===== config.mk =====
export PLATFORM = sky130hd
export DESIGN_NAME = mem_access_ctrl
export DESIGN_NICKNAME = d
export VERILOG_FILES = /design/src/rtl/mem_access_ctrl.sv
export SDC_FILE = /design/constraint.sdc
export NUM_CORES = 1
export LEC_CHECK = 0
export BUFFER_PORTS_ARGS = -buffer_cell sky130_fd_sc_hd__buf_2
export CAP_MARGIN = 20
export CELL_PAD_IN_SITES_DETAIL_PLACEMENT = 0
export CELL_PAD_IN_SITES_GLOBAL_PLACEMENT = 1
export CORE_ASPECT_RATIO = 1.4
export CORE_MARGIN = 4
export CORE_UTILIZATION = 33
export CTS_CLUSTER_SIZE = 25
export DETAILED_ROUTE_END_ITERATION = 8
export PLACE_DENSITY_LB_ADDON = 0.1
export SLEW_MARGIN = 15
export SYNTH_ARGS = -nofsm -noshare
export SYNTH_HDL_FRONTEND = slang
export SYNTH_SLANG_ARGS = --single-unit

===== constraint.sdc =====
create_clock -name clk -period 2.5 [get_ports clk]
set_input_delay 0.625 -clock clk [delete_from_list [all_inputs] [get_ports clk]]
set_output_delay 0.625 -clock clk [all_outputs]
set_load 0.03 [all_outputs]

===== src/rtl/mem_access_ctrl.sv =====
// MEM-stage load/store sequencer: legality check, store lane formatting,
// variable-latency memory handshake with timeout, and load-extraction hookup.
module mem_access_ctrl #(
    parameter int TIMEOUT_CYCLES = 255
) (
    input  logic        clk,
    input  logic        rst_n,
    input  logic        req_valid,
    input  logic        req_is_store,
    input  logic [2:0]  req_type,
    input  logic [31:0] req_addr,
    input  logic [31:0] req_wdata,
    output logic        stall,
    output logic        resp_valid,
    output logic [31:0] resp_data,
    output logic        addr_exc,
    output logic        bus_err,
    output logic        mem_req,
    output logic        mem_we,
    output logic [31:0] mem_addr,
    output logic [3:0]  mem_be,
    output logic [31:0] mem_wdata,
    input  logic        mem_ack,
    input  logic [31:0] mem_rdata,
    output logic [31:0] split_original,
    output logic [2:0]  split_load_type,
    output logic [1:0]  split_addr_low,
    input  logic [31:0] split_result
);

    typedef enum logic [1:0] {IDLE, ACCESS, DONE} state_t;

    // Counter value in the last ACCESS cycle allowed before giving up.
    localparam logic [7:0] TIMEOUT_LAST = 8'(TIMEOUT_CYCLES - 1);

    state_t      state;
    state_t      state_next;
    logic        legal;
    logic        timeout_hit;
    logic [7:0]  timeout_cnt;
    logic [2:0]  lat_type;
    logic        lat_store;
    logic [1:0]  lat_low;
    logic [3:0]  be_next;
    logic [31:0] wdata_next;

    assign timeout_hit = (timeout_cnt == TIMEOUT_LAST);
    assign resp_data   = resp_valid ? split_result : 32'h0;

    // Reject unknown types, half/byte-unsigned stores, and misaligned halves/words.
    always_comb begin
        legal = 1'b1;
        if (req_type > 3'd4)
            legal = 1'b0;
        if (req_is_store && (req_type == 3'd1 || req_type == 3'd3))
            legal = 1'b0;
        if ((req_type == 3'd2 || req_type == 3'd3) && req_addr[0])
            legal = 1'b0;
        if (req_type == 3'd4 && req_addr[1:0] != 2'b00)
            legal = 1'b0;
    end

    // Place store data on the byte lanes it will occupy; loads read the whole word.
    always_comb begin
        be_next    = 4'b1111;
        wdata_next = 32'h0;
        if (req_is_store) begin
            case (req_type)
                3'd0: begin
                    be_next    = 4'b0001 << req_addr[1:0];
                    wdata_next = {4{req_wdata[7:0]}};
                end
                3'd2: begin
                    be_next    = req_addr[1] ? 4'b1100 : 4'b0011;
                    wdata_next = {2{req_wdata[15:0]}};
                end
                default: begin
                    be_next    = 4'b1111;
                    wdata_next = req_wdata;
                end
            endcase
        end
    end

    // State register; reset abandons any access in flight.
    always_ff @(posedge clk or negedge rst_n) begin
        if (!rst_n)
            state <= IDLE;
        else
            state <= state_next;
    end

    // Next-state and pipeline stall; ack takes priority over timeout.
    always_comb begin
        state_next = state;
        stall      = 1'b0;
        case (state)
            IDLE: begin
                if (req_valid && legal) begin
                    stall      = 1'b1;
                    state_next = ACCESS;
                end
            end
            ACCESS: begin
                stall = 1'b1;
                if (mem_ack || timeout_hit)
                    state_next = DONE;
            end
            DONE:    state_next = IDLE;
            default: state_next = IDLE;
        endcase
    end

    // Registered memory interface, status pulses, timeout counter and extraction inputs.
    always_ff @(posedge clk or negedge rst_n) begin
        if (!rst_n) begin
            mem_req         <= 1'b0;
            mem_we          <= 1'b0;
            mem_addr        <= 32'h0;
            mem_be          <= 4'h0;
            mem_wdata       <= 32'h0;
            resp_valid      <= 1'b0;
            addr_exc        <= 1'b0;
            bus_err         <= 1'b0;
            timeout_cnt     <= 8'h0;
            lat_type        <= 3'h0;
            lat_store       <= 1'b0;
            lat_low         <= 2'h0;
            split_original  <= 32'h0;
            split_load_type <= 3'h0;
            split_addr_low  <= 2'h0;
        end else begin
            resp_valid <= 1'b0;
            addr_exc   <= 1'b0;
            bus_err    <= 1'b0;
            case (state)
                IDLE: begin
                    if (req_valid) begin
                        if (!legal) begin
                            addr_exc <= 1'b1;
                        end else begin
                            lat_type    <= req_type;
                            lat_store   <= req_is_store;
                            lat_low     <= req_addr[1:0];
                            mem_req     <= 1'b1;
                            mem_we      <= req_is_store;
                            mem_addr    <= {req_addr[31:2], 2'b00};
                            mem_be      <= be_next;
                            mem_wdata   <= wdata_next;
                            timeout_cnt <= 8'h0;
                        end
                    end
                end
                ACCESS: begin
                    if (mem_ack) begin
                        mem_req <= 1'b0;
                        mem_we  <= 1'b0;
                        if (!lat_store) begin
                            split_original  <= mem_rdata;
                            split_load_type <= lat_type;
                            split_addr_low  <= lat_low;
                            resp_valid      <= 1'b1;
                        end
                    end else if (timeout_hit) begin
                        mem_req <= 1'b0;
                        mem_we  <= 1'b0;
                        bus_err <= 1'b1;
                    end else begin
                        timeout_cnt <= timeout_cnt + 8'd1;
                    end
                end
                default: ;
            endcase
        end
    end

endmodule


==> flow_summary.yaml <==
timing:
  whs_ns: 0.1488
  fin_worst_skew_ns: 0.007286
  timing.final.crit_share: 0.9761
  setup_violations: 0
  fin_crit_ns: 2.440
  rsz0062_at_grt: "no"
  slew_viol_final: 0
  finalHoldViolations: 0
  fmax_mhz: 409.8
critical_path:
  arrival_ns: 1.82
  reg2reg_from: "timeout_cnt[0]"
  path_class: "in2out"
  required_ns: 1.88
  cp-endpoint: "stall"
  start_kind: "input port"
  crit_start: "req_type[1]"
  timing.rr.end: "timeout_cnt[7]"
  rrSetupSlack_ns: 0.58
  crit_fanout: 2
  rr_worst_depth: 6
  worst_setup_path_end_kind: "output port"
power_and_ir_drop:
  p_per_area_nw_per_um2: 1135
  p_leak_uw: 0.004299
  power_uw: 8857
  ir_worst_vdd_uv: 433.2
yosys:
  ys.flop_type: "dfrtp_1"
  synth_area_leaders: "dfrtp_1 (57%), nand2_1 (12%), mux2_2 (9.2%), and2_1 (3.8%), mux2i_1 (2.9%)"
  synth_edf_count: 0
  synthDistinctLibCells: 43
  synth.top_cell.area_share: 0.5663
  syn_area_per_cell_sq_um: 10.38
  seq_area_frac_synth: 0.5663
  yosysMostFrequentCell: "nand2_1"
  ys_ff_latch: 124
  async_reset_ff_frac: 1.000
  ys.warnings.count: 0
  synth_common_cells: "nand2_1 (171), dfrtp_1 (124), mux2_2 (45)"
  synth_area_leader_cell: "dfrtp_1"
  netlist_area_sq_um: 5479
  synthesis.instances: 528
drt:
  routed-via-count: 4808
  topRoutingLayerUsed: "met5"
  drc: 0
  vias_per_cell: 4.700
  wl_met2_mm: 8.567
  route.met3.wl_mm: 1.748
  dr.first_iter.drc_count: 129
  met1_length_mm: 6.323
  drt_first_pass_iters: 5
  ant_nets: 0
  wl_mm: 16.87
  avgRoutedWirePerCell_um: 16.49
final_layout:
  final_cells: 1023
  utilization: 0.4804
  layout-drive-gt1-share: 0.4648
  num_antenna_cells: 0
  final_nets: 949
  synthToLayoutAreaGrowth_pct: 42.38
place:
  gp_congestion: 0.7856
  hpwl_mm: 12.85
  dp_cells: 991
  io_buffers: 276
clocking:
  post_cts_buffers: 0
  path_clk_slew_ns: 0.06
  cts_resized: 1
  insertion_delay_ns: 0.40
  cts_sinks: 124
  cts_buffers: 17
  cts_tree: "yes"
  cts_max_level: 4
  cts_hold_buf: 0
  cts_buffer_depth: 2
  cts-root-buf: "clkbuf_16"
floorplanning:
  core-area_sq_um: 16240
  rows: 55
  dieHeight_um: 160.5
  ios: 279
  start_util: 0.3374
  dieWidth_um: 116.9
  dieArea_sq_um: 18760
global_route:
  grt_pass1_vias: 4855
  grt-ovfl-total: 0
  grt_pass1_wl_mm: 25.71
  antenna_found_initial: 5
  grt_start_max_net_pins: 50
  grtUsageTotal: 0.1768
worst_hold_path:
  hold_class: "in2async"
job:
  maxCapViolations: 0
run_status:
  status: "finished, final reports clean"
## through the flow
step / instance area [sq um] / TNS (ns) / setup WS, ns
finish: 7801 / 0 / 0.05981
global route: 7801 / 0 / 0.02943
CTS: 7801 / 0 / 0.04840
detailed placement: 7166 / -0.04911 / -0.04911
global placement: 7166 / -0.04645 / -0.04645
floorplan: 5489 / 0 / 0.08273
## layer usage
layer,track usage,vias up
li1,-,2318
met3,0.07652,20
met1,0.1940,2256
met2,0.3105,206
met5,0,-
met4,0.04225,8
## report_power, final
group	leakage, uW	switching, uW	total, uW	internal (uW)
registers	0.00156	356	3050	2690
logic	0.00244	2160	3170	1020
clock network	0.000296	933	2640	1700
total	0.00430	3450	8860	5410
## final cells by class
type	count	area, sq um
fill	1562	8439
sequential	124	3103
clock buffer	19	442.9
timing repair buffer	298	1605
tap	199	249.0
clock inverter	13	190.2
multi-input combinational	367	2200
inverter	3	11.26
## worst min path at each step
stage / endpoint / cells past startpoint
3_5_place_dp: mem_wdata[18] / 2
3_3_place_gp: mem_wdata[17] / 2
4_1_cts: split_original[7] / 1
2_1_floorplan: addr_exc / 0
6_report: split_original[7] / 1
5_1_grt: split_original[7] / 1
## flip-flops by register name, summed over array words and instances (netlist names), 2 cells and up
register and cells:
lat_low 2, lat_type 3, mem_addr 30, mem_be 4, mem_wdata 32, split_addr_low 2, split_load_type 3, split_original 32
state 2, timeout_cnt 8
## critical path, stage by stage
cell	delay (ns)
buf_2	0.10
or4_4	0.54
a311oi_2	0.23
buf_4	0.17
buf_4	0.15
## logic make-up after synthesis
| family | Yosys count | synth area share |
|---|---|---|
| compound gates | 50 | 0.06988 |
| xor+xnor | 1 | 0.001599 |
| fa+ha+maj | 2 | 0.004567 |
| buf+inv | 38 | 0.03699 |
| flops | 124 | 0.5663 |
| mux | 61 | 0.1217 |
| other cells | 1 | 0.0006844 |
| simple gates | 251 | 0.1982 |
## placed cells by master (no fill, tap or decap), drive strengths merged, types with 2 or more instances in the layout
cell,n
a211o,2
a21oi,4
a22o,11
a311oi,2
a41oi,3
and2,33
and3,3
buf,298
bufinv,4
clkbuf,19
clkinv,3
clkinvlp,4
conb,2
dfrtp,124
ha,2
inv,5
mux2,45
mux2i,16
nand2,171
nand2b,3
nand3,10
nor2,20
nor3,4
o2111ai,8
o21ai,12
Note: power is estimated with default switching activity, not from simulation.
